## src/rtl/imem_loader_if.sv

```systemverilog
// imem_loader_if: byte-stream valid/ready handshake plus imem write port.
// master = loader side (drives rx_ready, imem_*); slave = host/memory side.
interface imem_loader_if #(
  parameter int ADDR_WIDTH = 6
) ();
  logic                  rx_valid;
  logic [7:0]            rx_data;
  logic                  rx_ready;
  logic                  imem_we;
  logic [ADDR_WIDTH-1:0] imem_addr;
  logic [31:0]           imem_wdata;

  modport master (
    input  rx_valid,
    input  rx_data,
    output rx_ready,
    output imem_we,
    output imem_addr,
    output imem_wdata
  );

  modport slave (
    output rx_valid,
    output rx_data,
    input  rx_ready,
    input  imem_we,
    input  imem_addr,
    input  imem_wdata
  );
endinterface

```

## src/rtl/imem_loader.sv

```systemverilog
// imem_loader: assembles a count-prefixed LE byte stream into 32-bit words,
// writes them into imem and holds the core in reset until the image is good.
// Ports: clk, reset (sync, active high), start pulse, bus (imem_loader_if
// master: rx_valid/rx_data/rx_ready, imem_we/imem_addr/imem_wdata),
// core_reset, busy, done, error.
// Option: define IMEM_LOADER_CHECKSUM_EN for a trailing XOR checksum byte.
module imem_loader #(
  parameter int ADDR_WIDTH = 6
) (
  input  logic          clk,
  input  logic          reset,
  input  logic          start,
  imem_loader_if.master bus,
  output logic          core_reset,
  output logic          busy,
  output logic          done,
  output logic          error
);
  localparam int          IW  = ADDR_WIDTH + 1;
  localparam int unsigned CAP = 1 << ADDR_WIDTH;

  typedef enum logic [2:0] {
    S_IDLE, S_COUNT, S_DATA, S_WRITE,
    S_CHECK, S_DONE, S_ERR
  } state_e;

  state_e        state_q, state_d;
  logic [IW-1:0] word_idx_q, word_idx_d;
  logic [IW-1:0] n_q, n_d;
  logic [1:0]    byte_idx_q, byte_idx_d;
  logic [31:0]   asm_q, asm_d;
`ifdef IMEM_LOADER_CHECKSUM_EN
  logic [7:0]    acc_q, acc_d;
`endif
  logic          xfer;
  logic          cnt_bad;

  assign bus.rx_ready = (state_q == S_COUNT)
                     || (state_q == S_DATA)
                     || (state_q == S_CHECK);
  assign xfer = bus.rx_valid && bus.rx_ready;
  // a write still pending when reset arrives is suppressed
  assign bus.imem_we    = (state_q == S_WRITE) && !reset;
  assign bus.imem_addr  = word_idx_q[ADDR_WIDTH-1:0];
  assign bus.imem_wdata = asm_q;
  assign busy  = bus.rx_ready || (state_q == S_WRITE);
  assign done  = (state_q == S_DONE);
  assign error = (state_q == S_ERR);
  assign core_reset = !done;
  assign cnt_bad = (bus.rx_data == 8'd0)
                || (32'(bus.rx_data) > CAP);

  always_comb begin
    state_d    = state_q;
    word_idx_d = word_idx_q;
    n_d        = n_q;
    byte_idx_d = byte_idx_q;
    asm_d      = asm_q;
`ifdef IMEM_LOADER_CHECKSUM_EN
    acc_d      = acc_q;
`endif
    unique case (state_q)
      S_IDLE, S_DONE, S_ERR: begin
        if (start) begin
          state_d    = S_COUNT;
          word_idx_d = '0;
          byte_idx_d = '0;
`ifdef IMEM_LOADER_CHECKSUM_EN
          acc_d      = '0;
`endif
        end
      end
      S_COUNT: begin
        if (xfer) begin
          if (cnt_bad) begin
            state_d = S_ERR;
          end else begin
            n_d     = IW'(bus.rx_data);
            state_d = S_DATA;
          end
        end
      end
      S_DATA: begin
        if (xfer) begin
          asm_d[{byte_idx_q, 3'b000} +: 8] = bus.rx_data;
          byte_idx_d = byte_idx_q + 2'd1;
`ifdef IMEM_LOADER_CHECKSUM_EN
          acc_d = acc_q ^ bus.rx_data;
`endif
          if (byte_idx_q == 2'd3) state_d = S_WRITE;
        end
      end
      S_WRITE: begin
        word_idx_d = word_idx_q + IW'(1);
        if (word_idx_d == n_q) begin
`ifdef IMEM_LOADER_CHECKSUM_EN
          state_d = S_CHECK;
`else
          state_d = S_DONE;
`endif
        end else begin
          state_d = S_DATA;
        end
      end
`ifdef IMEM_LOADER_CHECKSUM_EN
      S_CHECK: begin
        if (xfer) begin
          state_d = (bus.rx_data == acc_q) ? S_DONE : S_ERR;
        end
      end
`endif
      default: state_d = S_IDLE;
    endcase
  end

  always_ff @(posedge clk) begin
    if (reset) begin
      state_q    <= S_IDLE;
      word_idx_q <= '0;
      n_q        <= '0;
      byte_idx_q <= '0;
      asm_q      <= '0;
`ifdef IMEM_LOADER_CHECKSUM_EN
      acc_q      <= '0;
`endif
    end else begin
      state_q    <= state_d;
      word_idx_q <= word_idx_d;
      n_q        <= n_d;
      byte_idx_q <= byte_idx_d;
      asm_q      <= asm_d;
`ifdef IMEM_LOADER_CHECKSUM_EN
      acc_q      <= acc_d;
`endif
    end
  end
endmodule
```

## src/flat_wrapper.sv

```systemverilog
// flat-port wrapper written by rule: the top's interface ports become plain ports
module imem_loader_flat 
#(
  parameter int ADDR_WIDTH = 6
)
  (clk, reset, start, core_reset, busy, done, error, bus_rx_valid, bus_rx_data, bus_rx_ready, bus_imem_we, bus_imem_addr, bus_imem_wdata);
  imem_loader_if #(.ADDR_WIDTH(ADDR_WIDTH)) bus_i ();
  input  logic clk;
  input  logic reset;
  input  logic start;
  output logic core_reset;
  output logic busy;
  output logic done;
  output logic error;
  input wire logic [$bits(bus_i.rx_valid)-1:0] bus_rx_valid;
  input wire logic [$bits(bus_i.rx_data)-1:0] bus_rx_data;
  output wire logic [$bits(bus_i.rx_ready)-1:0] bus_rx_ready;
  output wire logic [$bits(bus_i.imem_we)-1:0] bus_imem_we;
  output wire logic [$bits(bus_i.imem_addr)-1:0] bus_imem_addr;
  output wire logic [$bits(bus_i.imem_wdata)-1:0] bus_imem_wdata;
  assign bus_i.rx_valid = bus_rx_valid;
  assign bus_i.rx_data = bus_rx_data;
  assign bus_rx_ready = bus_i.rx_ready;
  assign bus_imem_we = bus_i.imem_we;
  assign bus_imem_addr = bus_i.imem_addr;
  assign bus_imem_wdata = bus_i.imem_wdata;
  imem_loader #(.ADDR_WIDTH(ADDR_WIDTH)) u_core (.clk(clk), .reset(reset), .start(start), .bus(bus_i), .core_reset(core_reset), .busy(busy), .done(done), .error(error));
endmodule
```

## config.mk

```make
export PLATFORM = sky130hd
export DESIGN_NAME = imem_loader_flat
export DESIGN_NICKNAME = d
export VERILOG_FILES = /design/src/rtl/imem_loader_if.sv /design/src/rtl/imem_loader.sv /design/src/flat_wrapper.sv
export SDC_FILE = /design/constraint.sdc
export NUM_CORES = 1
export LEC_CHECK = 0
export BUFFER_PORTS_ARGS = -buffer_cell sky130_fd_sc_hd__buf_2
export CAP_MARGIN = 20
export CORE_MARGIN = 2
export CORE_UTILIZATION = 48
export CTS_CLUSTER_DIAMETER = 100
export DETAILED_ROUTE_END_ITERATION = 8
export PLACE_DENSITY = 0.71
export SYNTH_ARGS = -nofsm -noshare
export SYNTH_HDL_FRONTEND = slang
export SYNTH_SLANG_ARGS = --single-unit
```

## constraint.sdc

```tcl
create_clock -name clk -period 2 [get_ports clk]
set_input_delay 0.5 -clock clk [delete_from_list [all_inputs] [get_ports clk]]
set_output_delay 0.5 -clock clk [all_outputs]
set_load 0.01 [all_outputs]
```

After elaboration in Yosys (flattened, before gate mapping)
Index checks and enable logic that the tools add are counted.
- output and inout port bits: 44
- input bits: 12
- memories kept: 0
- bits in writable memories: 0
- memory bits (read-only): 0
- logic and storage cells: 55
- bits in latches: 0
- register bits after elaboration: 51
- $mul: 0
- order comparisons: 1
- div/mod/pow operators: 0
- shift operators: 2
- equal/unequal tests: 12
- $add $sub $neg: 3
- bitwise operators: 1
- mux-type cells: 13
- reductions and logical operators: 18
- operator list (kind ; number):
    $bwmux 32 ; 1
    $shift 8x7->32 const A ; 1
    $shiftx 8x7->32 ; 1
    $mux 3 ; 6
    $pmux 7 s2 ; 1
    $pmux 3 s4 ; 1
    $eq 3x3->1 const B ; 3
    $gt 8x7->1 const B ; 1
    $logic_not 8->1 ; 1
    $add 7x1->7 const B ; 1
    $eq 7x7->1 ; 1
    $mux 7 ; 1
    $neg 5->7 ; 1
    $eq 3x2->1 const B ; 2
    $reduce_and 3->1 ; 2
    $logic_or 1x1->1 ; 4
    $mux 2 ; 2
    $ne 2x1->1 const B ; 2
    $ne 2x2->1 const B ; 2
    $pmux 2 s2 ; 1
    $reduce_and 2->1 ; 2
    $reduce_and 4->1 ; 1
    $reduce_bool 2->1 ; 2
    $eq 3x1->1 const B ; 1
    7 further kinds ; 9

Depth between registers and ports, before layout
Gate-level depths: netlist (run 1).
- depth after elaboration: 6
- mapped depth: 6
- depth with buffers taken out: 6

Least setup slack after synthesis (run 1)
OpenSTA, ideal clock, no wires.
- path type: input to register
- from: input bus_rx_data[0]
- to: register u_core.n_q[0]
- arrival time: 1879 ps
- required time: 1872 ps
- slack: -7 ps
- path buffers: 0
- stages on the path: 5
- setup time: 128 ps
- path through: or4_4 > or4_4 > nand4_4 > mux2i_1 > nor2_1
- cells in the longest elaborated chain, start to end: 4
- elaborated cells on any way between the ends: 5
- those cells by class: order compare: 1; bitwise: 1; reduce/logical: 3
- ends and longest elaborated chain (item ; RTL line ; text):
    from (decl) ; flat_wrapper.sv:16 ; input wire logic [$bits(bus_i.rx_data)-1:0] bus_rx_data;
    $gt 8x7->1 / $logic_not 8->1 (equally long branches) ; imem_loader.sv:51, imem_loader.sv:50 ;
    $logic_or 1x1->1 ; imem_loader.sv:51 ; || (32'(bus.rx_data) > CAP);
    $not 1->1 (no source line) ; - ;
    $reduce_and 3->1 (no source line) ; - ;
    to (signal assigned) ; imem_loader.sv:129 ; n_q <= n_d;
    to (decl) ; imem_loader.sv:29 ; logic [IW-1:0] n_q, n_d;
Parallel ways exist; a longest one is shown, timed or not.
A chain may end at the register's enable or synchronous reset.

Final worst setup path (run 1)
- from: input bus_rx_data[0]
- to: register u_core.n_q[4]
- cells in the longest elaborated chain, start to end: 4
- elaborated cells on any way between the ends: 5
- those cells by class: order compare: 1; bitwise: 1; reduce/logical: 3
- ends and longest elaborated chain (item ; RTL line):
    $gt 8x7->1 / $logic_not 8->1 (equally long branches) ; imem_loader.sv:51, imem_loader.sv:50
    $logic_or 1x1->1 * ; imem_loader.sv:51
    $not 1->1 (no source line) * ; -
    $reduce_and 3->1 (no source line) * ; -
Mark *: on every way between the ends. The rest lies on a longest branch, timed or not.

==> results of run 1 <==
-- path summary, 6_finish.rpt --
| kind | startpoint | slack (ns) | endpoint |
|---|---|---|---|
| hold reg to reg | u_core.bus.imem_wdata[16] | 0.45 | u_core.bus.imem_wdata[16] |
| hold / removal | u_core.bus.imem_wdata[16] | 0.45 | u_core.bus.imem_wdata[16] |
| setup reg to reg | u_core.word_idx_q[0] | 0.14 | u_core.state_q[0] |
| setup / recovery | bus_rx_data[0] | 0.11 | u_core.n_q[4] |
-- registers in the layout, indices dropped and copies added (netlist names) --
register	flops
u_core.bus.imem_wdata	32
u_core.n_q	7
u_core.word_idx_q	7
u_core.state_q	3
u_core.byte_idx_q	2
-- worst max-delay path: cells and delay by family --
kind / cells / cell delay (ns)
simple gates: 4 / 1.25
buf+inv: 1 / 0.11
mux: 1 / 0.21
-- power breakdown --
part           internal [mW]  total (mW)  leakage [nW]  switching [mW]
sequential              1.03        1.06         0.414          0.0284
combinational          0.131       0.300         0.867           0.169
clock                  0.241       0.592        0.0477           0.351
total                   1.40        1.95          1.33           0.549
-- what timing repair did --
| action | in CTS | in global routing |
|---|---|---|
| pin swaps | 0 | 0 |
| gates resized for setup | 2 | 7 |
| setup endpoints to repair | 4 | 3 |
-- kinds of logic (layout without fill, tap and decap cells) --
kind of cell	Yosys count	after routing	share of synthesized area
AOI/OAI and AO/OA	68	68	0.165
xor gates and xnor gates	9	9	0.0315
adders and majority gates	6	6	0.0300
buffers and inverters	27	92	0.0495
DFF	51	51	0.408
muxes	10	10	0.0410
and+or+nand+nor	135	135	0.275
-- metrics by stage --
stage / util / worst slack, ns / cells
after floorplan: - / -0.00662 / 306
after detailed placement: 0.578 / -0.205 / 433
after global routing: 0.599 / -0.0103 / 441
after global placement: 0.578 / -0.184 / 433
after CTS: 0.595 / 0.00606 / 441
final: 0.599 / 0.113 / 441
-- cells in the final DEF (no fill, tap or decap), types with 4 or more instances in the layout --
| master | n |
|---|---|
| nand2b_1 | 6 |
| a21oi_1 | 38 |
| nor2_1 | 19 |
| nand3_1 | 36 |
| nor2b_1 | 7 |
| buf_2 | 55 |
| dfxtp_1 | 47 |
| mux2i_1 | 8 |
| o21ai_0 | 10 |
| a22oi_1 | 4 |
| nand2_1 | 42 |
| ha_1 | 6 |
| clkbuf_8 | 5 |
| xnor2_1 | 6 |
| inv_1 | 6 |
| and3_1 | 5 |
| buf_4 | 23 |
-- cell type report --
cell class | instances | area share
repair buffers | 78 | 0.147
flip-flops and latches | 51 | 0.340
inverters | 6 | 0.00741
clock inverters | 3 | 0.00494
multi-input cells | 228 | 0.449
clock buffers | 5 | 0.0226
well taps | 70 | 0.0288
-- layer usage --
layer / routed length (um) / GRT usage
met5: 0 / 0
met4: 87 / 0.0655
met3: 361 / 0.0498
met2: 2840 / 0.345
met1: 2970 / 0.314
==> results.cfg, run 1 <==
[grt]
antenna_found_initial = 0
grt_usage = 0.223
grt_pass1_wl_mm = 10.7
overflow = 0
grt_max_degree = 52
grt_pass1_vias = 2204

[layout]
regArea_sq_um = 1030
drive_gt1_frac = 0.275
diodes = 0
areaGrowthSynthToFinish_pct = 21.6
nNetsFinal = 388
final_area_sq_um = 3040
multiInputGateArea_sq_um = 1360
nFillCells = 475

[cts]
cts_made_buffers = 5
clock-sinks = 51
clk_latency_ns = 0.31
cts-htree-levels = 2
cts_setup_buffers = 0
path_clk_slew_ns = 0.09
holdBufCountCts = 0
clockBufferDepth = 2
root_buffer = clkbuf_8
cts_tree = built

[placement]
place_congestion = 0.933
dp.final_hpwl_mm = 4.42
placedInstanceArea_sq_um = 2930
portBuffers = 55

[detailed_routing]
vias_per_cell = 5.42
routed-via-count = 2390
drc = 0
ant_nets = 0
drt-initial-drc-count = 138
wire_per_inst_um = 14.2
drt_first_pass_iters = 4
wirelength_mm = 6.27

[timing]
tns_ns = 0
timing.max_slew.rel_slack = 0.657
clock_skew_ns = 0.00684
final_hold_viol_count = 0
clock.fmax_ghz = 0.530
setup_viol = 0
layout_min_cycle_time_ns = 1.89
tightest_slew_ns = 0.514
timing.hold.ws_ns = 0.453
period_share = 0.944
finalMaxSlewViolations = 0

[logic_synthesis]
syn-cell-area_sq_um = 2500
synthArstFlopShare = 0
yosysMostFrequentCell = dfxtp_1
yosysWarnings = 0
seq_area_frac_synth = 0.408
synth_commonest_cells = 51 x dfxtp_1, 42 x nand2_1, 38 x a21oi_1
synth_edf_count = 0
synth-seq-cells = 51
syn-instance-count = 306
synth_top_cell_by_area = dfxtp_1
postSynthAreaPerCell_sq_um = 8.17
yosys.area.top_type_share = 0.408
synth.distinct_cells = 41
synth-main-ff-cell = dfxtp_1
synth_area_leaders = dfxtp_1 41%, a21oi_1 7.6%, nand3_1 7.2%
syn_nets = 324

[worst_setup_path]
critPathMaxFanout = 7
crit_slowest_cell = or4_4
max_stage_delay_ns = 0.54
cp-start-kind = primary input
crit_required_ns = 2.19
cp.arrival_ns = 2.07
critPathCaptureType = flop
rr_worst_depth = 6
cp_common_cell = or4_4
crit_chain = buf_2, or4_4, or4_4, nand4_4, mux2i_1, nor2_1
crit_type = primary input to flop

[die]
start_util = 0.493
dieArea_sq_um = 5800
fp-row-count = 26
core_sq_um = 5070
ios = 56
die_y_um = 76.2
die_x_um = 76.2

[worst_hold_path]
min_path_type = flop to flop
holdPathStages = 2

[pwr]
vdd_ir_drop_max_v = 0.000471
p_leak_nw = 1.33
p_per_area_nw_per_um2 = 643
total_power_mw = 1.95

[job]
drv_cap = 0

[run_status]
outcome = finished, final reports clean
Power figures use the tool's default switching activity.
==> inputs of run 2 (changes only) <==
CELL_PAD_IN_SITES_DETAIL_PLACEMENT = 1   (was default)
CELL_PAD_IN_SITES_GLOBAL_PLACEMENT = 1   (was default)
CORE_UTILIZATION = 42   (was 48)
PLACE_DENSITY = 0.8   (was 0.71)
clock period = 2.2 ns   (was 2 ns; I/O delays follow)
==> run 2 against run 1 <==
  * Clock-buffer cell count is the same
  * Non-clock buffer count shrank 6
  * Largest power group unchanged
  * Worst hold slack gained 0.0023 ns
  * Wire length grew 13%
  * Design area shrank 0.91%
  * First-iteration DRC count shrank 48%
==> results.cfg, run 2 (synthesized netlist as in run 1, its figures left out) <==
[worst_setup_path]
max_stage_delay_ns = 0.42
cp.arrival_ns = 1.50
crit_chain = nand2b_1, nor2b_1, o22ai_1, nand2b_1, buf_2
worstReg2RegStart = u_core.word_idx_q[1]
critPathTopFamily = simple AND/OR/NAND/NOR gates
cp.depth = 5
cp_common_cell = nand2b_1
critPathMaxFanout = 8
crit_required_ns = 1.65
cp-start-kind = flop
critPathBufInv = 1
rrSetupSlack_ns = 0.20
crit_slowest_cell = dfxtp_2
rr_worst_depth = 6
crit_type = flop to output pin
r2r-end = u_core.state_q[0]
critPathCaptureType = output pin

[placement]
dp.final_hpwl_mm = 5.20
portBuffers = 55
place_congestion = 0.865

[layout]
regArea_sq_um = 1020
final_common_cell = buf_2
nFillCells = 747
nNetsFinal = 382
areaGrowthSynthToFinish_pct = 20.5
largest_reg_flops = 32
drive_gt1_frac = 0.255
diodes = 0
multiInputGateArea_sq_um = 1360
mostFrequentLayoutCells = 55 x buf_2, 48 x dfxtp_1, 42 x nand2_1

[timing]
rsz0062_at_grt = false
tightest_slew_ns = 0.627
layout_min_cycle_time_ns = 2.05
setup_viol = 0
clock.fmax_ghz = 0.487
timing.max_slew.rel_slack = 0.582
timing.hold.ws_ns = 0.455
period_share = 0.933
finalMaxSlewViolations = 0
final_hold_viol_count = 0
clock_skew_ns = 0.0126

[pwr]
p_leak_nw = 1.30
vdd_ir_drop_max_v = 0.000301
p_per_area_nw_per_um2 = 628
total_power_mw = 1.89

[worst_hold_path]
hold_path.startpoint = u_core.bus.imem_wdata[9]
hold_path_end = u_core.bus.imem_wdata[9]
min_path_type = flop to flop
holdPathStages = 2

[grt]
grt_busiest_layer = met2
antenna_found_initial = 0
overflow = 0
grt_pass1_wl_mm = 11.6
grt_use_met3 = 0.0467
grt_pass1_vias = 2348
grt.met2_usage = 0.403
grt_usage = 0.227
globalRouteMet1Util = 0.281
grt_max_degree = 52

[cts]
clk_latency_ns = 0.31
root_buffer = clkbuf_8
clock-sinks = 51
cts-htree-levels = 2
path_clk_slew_ns = 0.09
cts_made_buffers = 5
clockBufferDepth = 2
cts_setup_buffers = 0
cts_tree = built

[die]
fp-row-count = 28
dieArea_sq_um = 6590
start_util = 0.427
die_y_um = 81.2
ios = 56
core_sq_um = 5850
die_x_um = 81.2

[job]
drv_cap = 0

[detailed_routing]
wirelength_mm = 7.05
drc = 0
ant_nets = 0
drt-initial-drc-count = 72
drt_first_pass_iters = 4
routed-via-count = 2372
vias_per_cell = 5.39
wire_per_inst_um = 16.0

[run_status]
outcome = finished, final reports clean
[run 2: per-layer routing]
layer	wire, um	share of wire
met1	3170	0.45
met2	3520	0.50
met3	317	0.045
met4	46	0.0065
met5	0	0
[run 2: worst max path at each step]
stage,startpoint,endpoint,slack [ns]
after floorplan,bus_rx_data[0],u_core.n_q[0],0.14
after global placement,bus_rx_data[0],u_core.n_q[2],-0.04
after detailed placement,bus_rx_data[0],u_core.n_q[6],-0.08
after CTS,u_core.state_q[2],busy,0.02
after global routing,u_core.state_q[2],busy,0.03
final,u_core.state_q[2],busy,0.15
[run 2: tightest hold or removal path, delay by kind of cell, from the launching register on]
family	cells	cell delay, ns
and+or+nand+nor	1	0.05
AOI/OAI and AO/OA	1	0.05
DFF	1	0.32
[run 2: final cells by class]
class | instances | share of cell area
tap | 75 | 0.0312
clock inverter | 3 | 0.0145
clock buffer | 5 | 0.0229
sequential | 51 | 0.340
inverter | 6 | 0.00748
multi-input combinational | 228 | 0.450
timing repair buffer | 72 | 0.134
[run 2: where the power goes]
| group | internal (mW) | total [mW] | switching, mW |
|---|---|---|---|
| Sequential | 0.939 | 0.967 | 0.0271 |
| Clock | 0.339 | 0.662 | 0.323 |
| Combinational | 0.108 | 0.263 | 0.155 |
[run 2: per-stage QoR]
| step | instances | instance area [sq um] | setup WS (ns) | util | setup TNS (ns) |
|---|---|---|---|---|---|
| final | 440 | 3010 | 0.147 | 0.515 | 0 |
| after global routing | 440 | 3010 | 0.0255 | 0.515 | 0 |
| after CTS | 440 | 3010 | 0.0198 | 0.514 | 0 |
| after detailed placement | 432 | 2900 | -0.0794 | 0.495 | -0.435 |
| after global placement | 432 | 2900 | -0.0394 | 0.495 | -0.268 |
| after floorplan | 306 | 2500 | 0.143 | - | 0 |
[run 2: repair_timing]
item                       CTS  global route
hold buffers                 0             0
setup endpoints to repair    1             2
gates resized for setup      1             2
cloned                       0             0
